--- src/rtl/fifo_pkg.sv ---
`default_nettype none
// ============================================================================
// Module      : fifo_pkg
// Description : Shared sizing constants and operation encoding for the
//               fifo_ctrl_4096 controller, its pointers and the bench.
// Revision    : 1.0 - initial release
// ============================================================================
package fifo_pkg;

    localparam int DEPTH  = 4096;
    localparam int ADDR_W = $clog2(DEPTH);
    localparam int CNT_W  = ADDR_W + 1;

    // Accepted-operation code for one cycle: {write, read}
    typedef enum logic [1:0] {
        OP_IDLE = 2'b00,
        OP_RD   = 2'b01,
        OP_WR   = 2'b10,
        OP_BOTH = 2'b11
    } op_t;

endpackage
`default_nettype wire

--- src/rtl/fifo_ptr.sv ---
`default_nettype none
// ============================================================================
// Module      : fifo_ptr
// Description : Wrapping address counter with enable and synchronous
//               active-low clear.
// Revision    : 1.0 - initial release
// ============================================================================
module fifo_ptr
    import fifo_pkg::*;
#(
    parameter int WIDTH = ADDR_W
) (
    input  logic             clk,
    input  logic             clr_n,
    input  logic             en,
    output logic [WIDTH-1:0] ptr
);

    localparam logic [WIDTH-1:0] c_one = {{(WIDTH-1){1'b0}}, 1'b1};

    logic [WIDTH-1:0] r_ptr;

    // Power-of-two depth makes the natural binary rollover the wrap
    always_ff @(posedge clk) begin
        if (!clr_n) begin
            r_ptr <= '0;
        end else if (en) begin
            r_ptr <= r_ptr + c_one;
        end
    end

    assign ptr = r_ptr;

endmodule
`default_nettype wire

--- src/rtl/fifo_ctrl_4096.sv ---
`default_nettype none
// ============================================================================
// Module      : fifo_ctrl_4096
// Description : Pointer, occupancy and flag controller driving the
//               fifo_4096 storage array.
// Revision    : 1.0 - initial release
// ============================================================================
module fifo_ctrl_4096 #(
    parameter int DEPTH    = fifo_pkg::DEPTH,
    parameter int AF_LEVEL = 4064,
    parameter int AE_LEVEL = 32
) (
    input  logic                     clk,
    input  logic                     resetn,
    input  logic                     push,
    input  logic                     pop,
    output logic                     write,
    output logic                     read,
    output logic [$clog2(DEPTH)-1:0] wr_address,
    output logic [$clog2(DEPTH)-1:0] rd_address,
    output logic                     rd_valid,
    output logic [$clog2(DEPTH):0]   count,
    output logic                     full,
    output logic                     empty,
    output logic                     almost_full,
    output logic                     almost_empty,
    output logic                     overflow,
    output logic                     underflow
);

    import fifo_pkg::*;

    localparam int c_addr_w = $clog2(DEPTH);
    localparam int c_cnt_w  = c_addr_w + 1;

    localparam logic [c_cnt_w-1:0] c_full = DEPTH[c_cnt_w-1:0];
    localparam logic [c_cnt_w-1:0] c_af   = AF_LEVEL[c_cnt_w-1:0];
    localparam logic [c_cnt_w-1:0] c_ae   = AE_LEVEL[c_cnt_w-1:0];
    localparam logic [c_cnt_w-1:0] c_one  = {{(c_cnt_w-1){1'b0}}, 1'b1};

    logic               w_write;
    logic               w_read;
    op_t                w_op;
    logic [c_cnt_w-1:0] w_count_nxt;

    logic [c_cnt_w-1:0] r_count;
    logic               r_full;
    logic               r_empty;
    logic               r_almost_full;
    logic               r_almost_empty;
    logic               r_rd_valid;
    logic               r_overflow;
    logic               r_underflow;

    // Strobes are gated by resetn so storage never sees a write during reset
    assign w_write = resetn & push & ~r_full;
    assign w_read  = resetn & pop & ~r_empty;
    assign w_op    = op_t'({w_write, w_read});

    always_comb begin
        w_count_nxt = r_count;
        case (w_op)
            OP_WR:   w_count_nxt = r_count + c_one;
            OP_RD:   w_count_nxt = r_count - c_one;
            default: w_count_nxt = r_count;
        endcase
    end

    always_ff @(posedge clk) begin
        if (!resetn) begin
            r_count        <= '0;
            r_full         <= 1'b0;
            r_empty        <= 1'b1;
            r_almost_full  <= 1'b0;
            r_almost_empty <= 1'b1;
            r_rd_valid     <= 1'b0;
            r_overflow     <= 1'b0;
            r_underflow    <= 1'b0;
        end else begin
            r_count        <= w_count_nxt;
            r_full         <= (w_count_nxt == c_full);
            r_empty        <= (w_count_nxt == '0);
            r_almost_full  <= (w_count_nxt >= c_af);
            r_almost_empty <= (w_count_nxt <= c_ae);
            r_rd_valid     <= w_read;
            if (push && r_full) begin
                r_overflow <= 1'b1;
            end
            if (pop && r_empty) begin
                r_underflow <= 1'b1;
            end
        end
    end

    fifo_ptr #(.WIDTH(c_addr_w)) u_wr_ptr (
        .clk   (clk),
        .clr_n (resetn),
        .en    (w_write),
        .ptr   (wr_address)
    );

    fifo_ptr #(.WIDTH(c_addr_w)) u_rd_ptr (
        .clk   (clk),
        .clr_n (resetn),
        .en    (w_read),
        .ptr   (rd_address)
    );

    assign write        = w_write;
    assign read         = w_read;
    assign count        = r_count;
    assign full         = r_full;
    assign empty        = r_empty;
    assign almost_full  = r_almost_full;
    assign almost_empty = r_almost_empty;
    assign rd_valid     = r_rd_valid;
    assign overflow     = r_overflow;
    assign underflow    = r_underflow;

endmodule
`default_nettype wire

--- config.mk ---
export PLATFORM = sky130hd
export DESIGN_NAME = fifo_ctrl_4096
export DESIGN_NICKNAME = d
export VERILOG_FILES = /design/src/rtl/fifo_pkg.sv /design/src/rtl/fifo_ptr.sv /design/src/rtl/fifo_ctrl_4096.sv
export SDC_FILE = /design/constraint.sdc
export NUM_CORES = 1
export LEC_CHECK = 0
export BUFFER_PORTS_ARGS = -buffer_cell sky130_fd_sc_hd__buf_4
export CAP_MARGIN = 20
export CORE_MARGIN = 5
export CORE_UTILIZATION = 35
export DETAILED_ROUTE_END_ITERATION = 7
export SLEW_MARGIN = 10
export SYNTH_ARGS = -nofsm -noshare
export SYNTH_HDL_FRONTEND = slang
export SYNTH_SLANG_ARGS = --single-unit
--- constraint.sdc ---
create_clock -name clk -period 4 [get_ports clk]
set_clock_uncertainty 0.1 [all_clocks]
set_input_delay 0.8 -clock clk [delete_from_list [all_inputs] [get_ports clk]]
set_output_delay 0.8 -clock clk [all_outputs]
set_load 0.02 [all_outputs]
Yosys cells after proc, flatten, opt, wreduce, memory -nomap -nowiden
Index checks and enable logic that the tools add are counted.
{"block": "totals", "out_inout_bits": 46, "elab_cells": 29, "register_bits": 44}
{"block": "classes", "addsub": 4, "eq_ne": 3, "magnitude_cmp": 2, "reduce_logical": 3, "n_mux": 1, "bitwise": 6}
{"operator": "case mux 13 bit (2 select lines)", "count": 1}
{"operator": "adder 12 x 1 -> 12 bit (second input constant)", "count": 2}
{"operator": "adder 13 x 1 -> 13 bit (second input constant)", "count": 1}
{"operator": "== test 13 bit (second input constant)", "count": 1}
{"operator": ">= comparator 13 x 12 -> 1 bit (second input constant)", "count": 1}
{"operator": "<= comparator 13 x 6 -> 1 bit (second input constant)", "count": 1}
{"operator": "zero test 13 bit", "count": 1}
{"operator": "subtractor 13 x 1 -> 13 bit (second input constant)", "count": 1}
{"operator": "bitwise AND 1 bit", "count": 4}
{"operator": "== test 2 x 1 -> 1 bit (second input constant)", "count": 1}
{"operator": "== test 2 bit (second input constant)", "count": 1}
{"operator": "logical AND 1 bit", "count": 2}
{"operator": "NOT 1 bit", "count": 2}

Logic depth before layout (Yosys ltp)
Gate-level depths: netlist of the first run.
{"block": "depth", "word_depth": 5, "ltp_mapped": 13, "depth_no_buf": 12}

Modules after synthesis
Synthesis of the first run repeated with hierarchy kept, for this count alone.
{"block": "unflattened", "cells_unflattened": 282, "area_unflattened_um2": 2438.6}
{"mod": "fifo_ctrl_4096", "area_each_um2": 1382.6, "cells_each": 166, "n_inst": 1, "seq_area_each_um2": 400.4}
{"mod": "fifo_ptr", "area_each_um2": 528.0, "cells_each": 58, "n_inst": 2, "seq_area_each_um2": 240.2}

Worst setup path before layout of the first run
OpenSTA, ideal clock, no wires.
{"block": "synth_timing", "path_kind": "in2reg", "startpoint": "in resetn", "endpoint": "reg r_almost_empty (netlist: almost_empty)", "setup_ns": 0.101, "required_time_ns": 3.799, "cell_stages": 11, "setup_slack_ns": 0.018, "arrival_time_ns": 3.781, "path_cell_list": "nand2_1 nor2_1 inv_1 ha_1 fa_1 a211oi_2 o211ai_2 and3_4 or4_4 and2_4 o41ai_1"}
{"block": "synth_via", "elab_chain_len": 5, "word_cells_on_any_way": 8, "classes_between": "1 x order compare; 2 x eq/ne; 1 x mux; 4 x bitwise"}
{"element": "start: declaration", "line": "fifo_ctrl_4096.sv:14", "rtl": "input logic resetn,"}
{"element": "bitwise AND 1 bit * (2 in series)", "line": "fifo_ctrl_4096.sv:56", "rtl": "assign w_write = resetn & push & ~r_full;"}
{"element": "via write", "line": "fifo_ctrl_4096.sv:17", "rtl": "output logic write,"}
{"element": "== test 2 x 1 -> 1 bit / == test 2 bit (equally long branches)", "line": "fifo_ctrl_4096.sv:62", "rtl": "case (w_op)"}
{"element": "case mux 13 bit (2 select lines) *", "line": "fifo_ctrl_4096.sv:62"}
{"element": "<= comparator 13 x 6 -> 1 bit *", "line": "fifo_ctrl_4096.sv:84", "rtl": "r_almost_empty <= (w_count_nxt <= c_ae);"}
{"element": "end signal: assignment", "line": "fifo_ctrl_4096.sv:84"}
{"element": "end: declaration", "line": "fifo_ctrl_4096.sv:50", "rtl": "logic r_almost_empty;"}
Mark *: on every way through the listed nets, which the timed path passes. The rest lies on a longest branch.
A chain may end at the register's enable or synchronous reset.

Worst setup path after layout of the first run
{"block": "layout_timing", "startpoint": "in resetn", "endpoint": "reg r_empty (netlist: empty)"}
{"block": "layout_via", "elab_chain_len": 5, "word_cells_on_any_way": 8, "classes_between": "2 x eq/ne; 1 x mux; 4 x bitwise; 1 x reduce/logical"}
{"element": "bitwise AND 1 bit, on equally long branches (2 in series)", "line": "fifo_ctrl_4096.sv:57, fifo_ctrl_4096.sv:56"}
{"element": "== test 2 x 1 -> 1 bit / == test 2 bit (equally long branches)", "line": "fifo_ctrl_4096.sv:62"}
{"element": "case mux 13 bit (2 select lines)", "line": "fifo_ctrl_4096.sv:62"}
{"element": "zero test 13 bit", "line": "fifo_ctrl_4096.sv:82", "rtl": "r_empty <= (w_count_nxt == '0);"}
{"element": "end signal: assignment", "line": "fifo_ctrl_4096.sv:82"}
{"element": "end: declaration", "line": "fifo_ctrl_4096.sv:48", "rtl": "logic r_empty;"}
Several ways; a longest one is shown, not always the timed one.

==> metrics.cfg, run 1 <==
[routing]
routed.top_layer=met4
drt-total-wl_um=6120
postRouteAntennaNets=0
met2_length_um=2810
firstDrtPassIters=4
drc_errors=0
vias=2204
wire_per_inst_um=14.3
wl_met3_um=238
wl_met1_um=2980
via_per_inst=5.16
drt_iter0_drc=173

[critical_path]
arrival_ns=3.65
cp_max_fo=12
critPathCaptureType=flip-flop
r2r_slack_ns=0.76
path_class=in -> reg
rr_worst_depth=10
start_kind=input port
cp.required_ns=4.08
r2r_start=empty
timing.rr.end=empty

[cells_and_area]
drive_above_1_share_pct=21.6
finalInstanceArea_sq_um=3040
nNetsFinal=365
syn2layout_area_growth_pct=25.8
n_antenna_cell=0

[floorplan]
dieHeight_um=93.1
ioPinCount=50
die-area_sq_um=8670
start_util_pct=35.8
core_sq_um=6760
row_count=30
die_x_um=93.1

[cts]
clk_pin_slew_worst_paths_ns=0.09
cts_hold_buf=0
clock_sinks=44
post_cts_resized=0
htreeDepth=2
cts_buffers=5
postCtsSetupBuffers=0
clockRootBuffer=clkbuf_8
cts_tree=yes
clockBufferDepth=2
clk_latency_ns=0.29

[yosys]
ys_warn_count=0
syn_area_sq_um=2420
synth_seq_area_share_pct=36.4
ys_ff_latch=44
syn_avg_cell_area_sq_um=8.34
synthFlopType=dfxtp_1
synth_edf_count=0
async_reset_ff_share_pct=0
ys_types=52
syn_inst=290
synth_fp_nets=309

[timing]
worst_hold_slack_ns=0.389
rsz0062_at_grt=false
final.min_clock_period_ns=3.57
slew_headroom_pct=61.6
drv_slew=0
report.final.setup_viol=0
setup_tns_ns=0
max_slew.worst_pin.slew_ns=0.561
fmax_mhz=281
hold_viol=0
post-route-period-util_pct=89.1

[place]
placed_area_sq_um=2920
gp_congestion=0.894
port_buffers=49
dp_hpwl_um=4640

[hold_path]
hold_class=reg -> reg
holdPathEnd=overflow
hold_start=overflow
hold_depth=2

[power_and_ir_drop]
p_leak_nw=1.35
vdd_drop_max_v=0.000166
p_per_area_nw_per_um2=356

[run]
maxCapViolations=0

[global_route]
grt-ovfl-total=0
grt_pass1_wl_um=10400
grt_use_total_pct=14.6
grt_max_degree=20
grt_pass1_vias=2160
grt_antenna_before_repair=0

[status]
outcome=finished, final reports clean

cell usage after synthesis, types with 2 or more instances:
cell type	number	area share [%]
and2_1	3	0.78
dfxtp_1	44	36
and3_1	4	1.0
clkbuf_1	8	1.2
mux2i_1	5	2.1
nand4_1	5	1.3
nor2_1	41	6.4
a31oi_1	2	0.52
and3b_1	2	0.72
a21o_1	2	0.62
nor4_1	2	0.52
xnor2_1	9	3.3
o211ai_1	2	0.62
inv_1	8	1.2
nor3b_1	5	1.6
a2111oi_0	2	0.72
nand3_1	15	3.1
ha_1	14	7.2
buf_2	2	0.41
or3_1	3	0.78
o21ai_0	11	2.3
nand2b_1	2	0.52
nand2_1	25	3.9
a21oi_1	22	4.6
xor2_1	15	5.4
a211oi_1	4	1.2
o41ai_1	2	0.72
nor3_1	7	1.4
power breakdown:
group	total [W]	switching (W)	internal (W)	leakage [nW]
Clock	0.000365	0.000160	0.000205	0.0614
Sequential	0.000483	0.0000243	0.000459	0.357
Combinational	0.000236	0.000137	0.0000990	0.933
Total	0.00108	0.000322	0.000762	1.35
cell type report:
type	count	area, sq um
inverters	9	33.8
clock buffers	6	82.6
clock inverters	2	38.8
well taps	80	100
fillers	698	3710
flip-flops and latches	44	881
multi-input cells	227	1460
repair buffers	59	443
routing by layer:
metal  vias up  GRT usage, %
li1       1150             -
met1      1002          20.0
met2        45          23.7
met3         7          2.09
met4         0          4.40
met5         -             0
kinds of logic (layout without fill, tap and decap cells):
kind of cell	after synthesis	in the layout	share of synthesized area, %
simple gates	122	122	24.9
flops	44	44	36.4
xor+xnor	24	24	8.70
fa+ha+maj	15	15	8.07
mux	5	5	2.07
buf+inv	19	76	3.05
compound gates	61	61	16.8
cell usage in the layout (no fill, tap or decap), types with 3 or more instances in the layout:
master,n
dfxtp_1,44
nand2_1,25
clkbuf_8,6
o21ai_0,11
xor2_1,15
nor3b_1,5
xnor2_1,9
inv_1,8
mux2i_1,5
and3_1,4
buf_4,59
nor2_1,41
nand3_1,15
a211oi_1,4
nand4_1,5
or3_1,3
a21oi_1,22
nor3_1,7
ha_1,14
and2_1,3
worst max path at each step:
| stage | to | startpoint | slack (ns) | cells after the start |
|---|---|---|---|---|
| 2_1_floorplan | almost_empty | resetn | 0.02 | 11 |
| 3_3_place_gp | empty | resetn | 0.25 | 13 |
| 3_5_place_dp | almost_empty | resetn | 0.16 | 13 |
| 4_1_cts | empty | resetn | 0.46 | 13 |
| 5_1_grt | almost_empty | resetn | 0.26 | 13 |
| 6_report | empty | resetn | 0.43 | 13 |
registers in the layout (all words and copies together) (netlist names):
register / count
almost_empty: 1
almost_full: 1
empty: 1
u_rd_ptr.ptr: 12
full: 1
rd_valid: 1
count: 13
underflow: 1
overflow: 1
u_wr_ptr.ptr: 12
critical path, stage by stage:
cell and delay [ns]:
buf_4 0.15, nand2_1 0.06, nor2_1 0.14, inv_1 0.06, ha_1 0.31, buf_4 0.23, ha_1 0.37, a21oi_1 0.26
a211o_1 0.16, a21oi_1 0.08, or4_4 0.52, and2_4 0.17, o41ai_1 0.33
metrics by stage:
| step | util (%) | setup slack, ns | cells | total power, W |
|---|---|---|---|---|
| 2_1_floorplan | - | 0.0179 | 290 | 0.000640 |
| 3_3_place_gp | 43.2 | 0.255 | 419 | 0.000727 |
| 3_5_place_dp | 43.2 | 0.161 | 419 | 0.000728 |
| 4_1_cts | 45.0 | 0.464 | 427 | 0.00109 |
| 5_1_grt | 45.0 | 0.260 | 427 | 0.00114 |
| 6_report | 45.0 | 0.435 | 427 | 0.00108 |
Power figures use the tool's default switching activity.
==> inputs of run 2 (changes only) <==
--- a/config.mk
+++ b/config.mk
@@ -13,4 +13,5 @@
 export SLEW_MARGIN = 10
 export SYNTH_ARGS = -nofsm -noshare
 export SYNTH_HDL_FRONTEND = slang
+export SYNTH_HIERARCHICAL = 1
 export SYNTH_SLANG_ARGS = --single-unit
==> run 2 against run 1 <==
Routed wire length decreased by 2.9%. Largest power group unchanged. Sequential share of layout area decreased by 0.63 points. Worst hold slack got worse by 0.0093 ns. Largest cell class unchanged. Clock power decreased by 3%. Critical path depth decreased by 1. Final cell count increased by 2.1%. Critical endpoint is now almost_empty. Via count increased by 0.95%. Combinational power decreased by 3%. First-iteration DRC count decreased by 33%.
==> metrics.cfg, run 2 <==
[status]
outcome=finished, final reports clean

[yosys]
ys_types=52  ; unchanged
async_reset_ff_share_pct=0  ; unchanged
synth_edf_count=0  ; unchanged
syn_area_sq_um=2440  ; +0.88%
ys_top_cells_by_area=dfxtp_1 36%, ha_1 7.2%, a21oi_1 4.7%
netlist_top_cells_count=44 x dfxtp_1, 29 x nor2_1, 26 x nand2_1
synth_top_area_share_pct=36.1  ; -0.32 points
ys_warn_count=6  ; +6
post-synth-top-count-cell=dfxtp_1
ys_ff_latch=44  ; unchanged
synthFlopType=dfxtp_1
syn_inst=282  ; -2.8%
syn_avg_cell_area_sq_um=8.65  ; +3.7%
synth_fp_nets=301  ; -2.6%
synth_seq_area_share_pct=36.1  ; -0.32 points
synth_largest_area_cell=dfxtp_1

[place]
placed_area_sq_um=2990  ; +2.5%
gp_congestion=0.830  ; -7.2%
port_buffers=49  ; unchanged
pre_cts_ws_ns=0.0325  ; -0.128 ns
dp_hpwl_um=4510  ; -2.7%

[cts]
clock_sinks=44  ; unchanged
htreeDepth=2  ; unchanged
postCtsSetupBuffers=0  ; unchanged
clk_pin_slew_worst_paths_ns=0.09  ; about the same
cts_buffers=5  ; unchanged
clockBufferDepth=2  ; unchanged
cts_hold_buf=0  ; unchanged
clk_latency_ns=0.30  ; about the same
clockRootBuffer=clkbuf_8
post_cts_resized=0  ; unchanged
cts_tree=yes

[critical_path]
start_kind=input port
rr_worst_depth=10  ; unchanged
critPathCaptureType=flip-flop
arrival_ns=3.79  ; +0.14 ns
cp.required_ns=4.10  ; +0.02 ns
path_class=in -> reg
r2r_slack_ns=0.66  ; -0.10 ns
cp_max_fo=12  ; unchanged
timing.rr.end=almost_empty
r2r_start=full

[timing]
setup_slack_ns=0.312  ; -0.123 ns
final.min_clock_period_ns=3.69  ; +0.123 ns
drv_slew=0  ; unchanged
hold_viol=0  ; unchanged
post-route-period-util_pct=92.2  ; +3.1 points
report.final.setup_viol=0  ; unchanged
worst_hold_slack_ns=0.380  ; -0.00932 ns
rsz0062_at_grt=false
slew_headroom_pct=72.7  ; +11 points
fmax_mhz=271  ; -3.3%
max_slew.worst_pin.slew_ns=0.406  ; -0.155 ns

[floorplan]
ioPinCount=50  ; unchanged
dieHeight_um=93.5  ; +0.39%
die_x_um=93.5  ; +0.39%
core_sq_um=6790  ; +0.56%
die-area_sq_um=8740  ; +0.79%
start_util_pct=35.9  ; +0.12 points
row_count=30  ; unchanged

[routing]
wire_per_inst_um=13.6  ; -4.9%
postRouteAntennaNets=0  ; unchanged
drt_iter0_drc=116  ; -33%
firstDrtPassIters=6  ; +2
wl_met1_um=2850  ; -4.6%
drc_errors=0  ; unchanged
routed.top_layer=met4
vias=2225  ; +0.95%
via_per_inst=5.10  ; -1.1%
drt-total-wl_um=5950  ; -2.9%
met2_length_um=2740  ; -2.5%
wl_met3_um=298  ; +25%

[power_and_ir_drop]
switchingPower_w=0.000320  ; -0.42%
power.total_w=0.00106  ; -1.9%
clock_power_share_pct=33.3  ; -0.4 points
vdd_drop_max_v=0.000135  ; -18%
internal_power_w=0.000743  ; -2.5%
pwr-share-seq_pct=45.1  ; +0.5 points
p_leak_nw=1.32  ; -2.2%
p_per_area_nw_per_um2=342  ; -4.0%
swShare_pct=30.1  ; +0.45 points
pwr-share-comb_pct=21.6  ; -0.2 points

[global_route]
grt_use_total_pct=14.2  ; -0.43 points
grt-ovfl-total=0  ; unchanged
grt_pass1_vias=2087  ; -3.4%
grt_max_degree=28  ; +40%
grt_pass1_wl_um=10000  ; -3.8%
grt_antenna_before_repair=0  ; unchanged

[hold_path]
hold_class=reg -> reg
hold_depth=2  ; unchanged
hold_start=u_wr_ptr/ptr[11]
holdPathEnd=u_wr_ptr/ptr[11]

[cells_and_area]
syn2layout_area_growth_pct=27.5
fillCellCount=670  ; -4.0%
drive_above_1_share_pct=23.8  ; +2.2 points
largest_reg_flops=13  ; unchanged
finalInstanceArea_sq_um=3110  ; +2.2%
final_common_cell=buf_4
most-common-layout-cells=56 x buf_4, 44 x dfxtp_1, 29 x nor2_1, 26 x nand2_1, 23 x a21oi_1
nNetsFinal=358  ; -1.9%
utilization_pct=45.8  ; +0.75 points
n_antenna_cell=0  ; unchanged

[run]
maxCapViolations=0  ; unchanged

==> run 2: cell count changes after synthesis, sizes merged, moves of 4 or more <==
| cell | delta |
|---|---|
| nor4 | +4 |
| clkbuf | -5 |
| inv | +4 |
| nor2 | -12 |
| and3 | -6 |
| xor2 | -7 |
| nand3 | -9 |
| or4 | +6 |
| o31ai | +8 |
==> run 2: stage by stage <==
step	TNS (ns)	std cells
global placement	0	428
global route	0	436
detailed placement	0	428
finish	0	436
floorplan	-0.194	282
CTS	0	436
==> run 2: cells by family after synthesis <==
kind of cell	count (synthesis)	share of synthesized area, %
buffers and inverters	20	3.18
adders and majority gates	15	8.00
AOI/OAI and AO/OA	67	18.6
and+or+nand+nor	111	24.7
xor gates and xnor gates	17	6.11
muxes	8	3.28
DFF	44	36.1
==> run 2: area by class of cell <==
class / count / area, sq um / share of cell area [%]
multi-input cells: 218 / 1510 / 48.7
well taps: 96 / 120 / 3.86
flip-flops and latches: 44 / 881 / 28.3
clock buffers: 5 / 68.8 / 2.21
inverters: 14 / 57.6 / 1.85
clock inverters: 3 / 47.5 / 1.53
repair buffers: 56 / 420 / 13.5
==> run 2: worst max-delay path by stage <==
stage / startpoint / end / cells after the start
after floorplan: resetn / almost_empty / 14
after CTS: resetn / almost_empty / 12
final: resetn / almost_empty / 12
after detailed placement: resetn / almost_empty / 12
after global placement: resetn / empty / 12
after global routing: resetn / almost_empty / 12
==> run 2: power groups by stage <==
stage / clock, W / sequential [W] / combinational (W)
2_1_floorplan: 0 / 0.000508 / 0.000133
3_3_place_gp: 0 / 0.000491 / 0.000229
3_5_place_dp: 0 / 0.000490 / 0.000230
4_1_cts: 0.000368 / 0.000480 / 0.000231
5_1_grt: 0.000382 / 0.000482 / 0.000254
6_report: 0.000354 / 0.000479 / 0.000230
==> run 2: metal layers <==
metal  global-route usage, %  vias to the layer above
met4                    4.03                        0
met1                    18.7                     1026
met3                    3.62                        4
li1                        -                     1144
met2                    22.8                       51
met5                       0                        -
==> run 2: critical path, stage by stage <==
cell,delay (ns)
buf_4,0.17
nand2_1,0.06
or2_2,0.30
ha_4,0.23
ha_1,0.35
a21oi_1,0.22
nand2_1,0.13
a211oi_1,0.34
nor3_1,0.11
or3_1,0.38
or4_4,0.44
o31ai_1,0.24
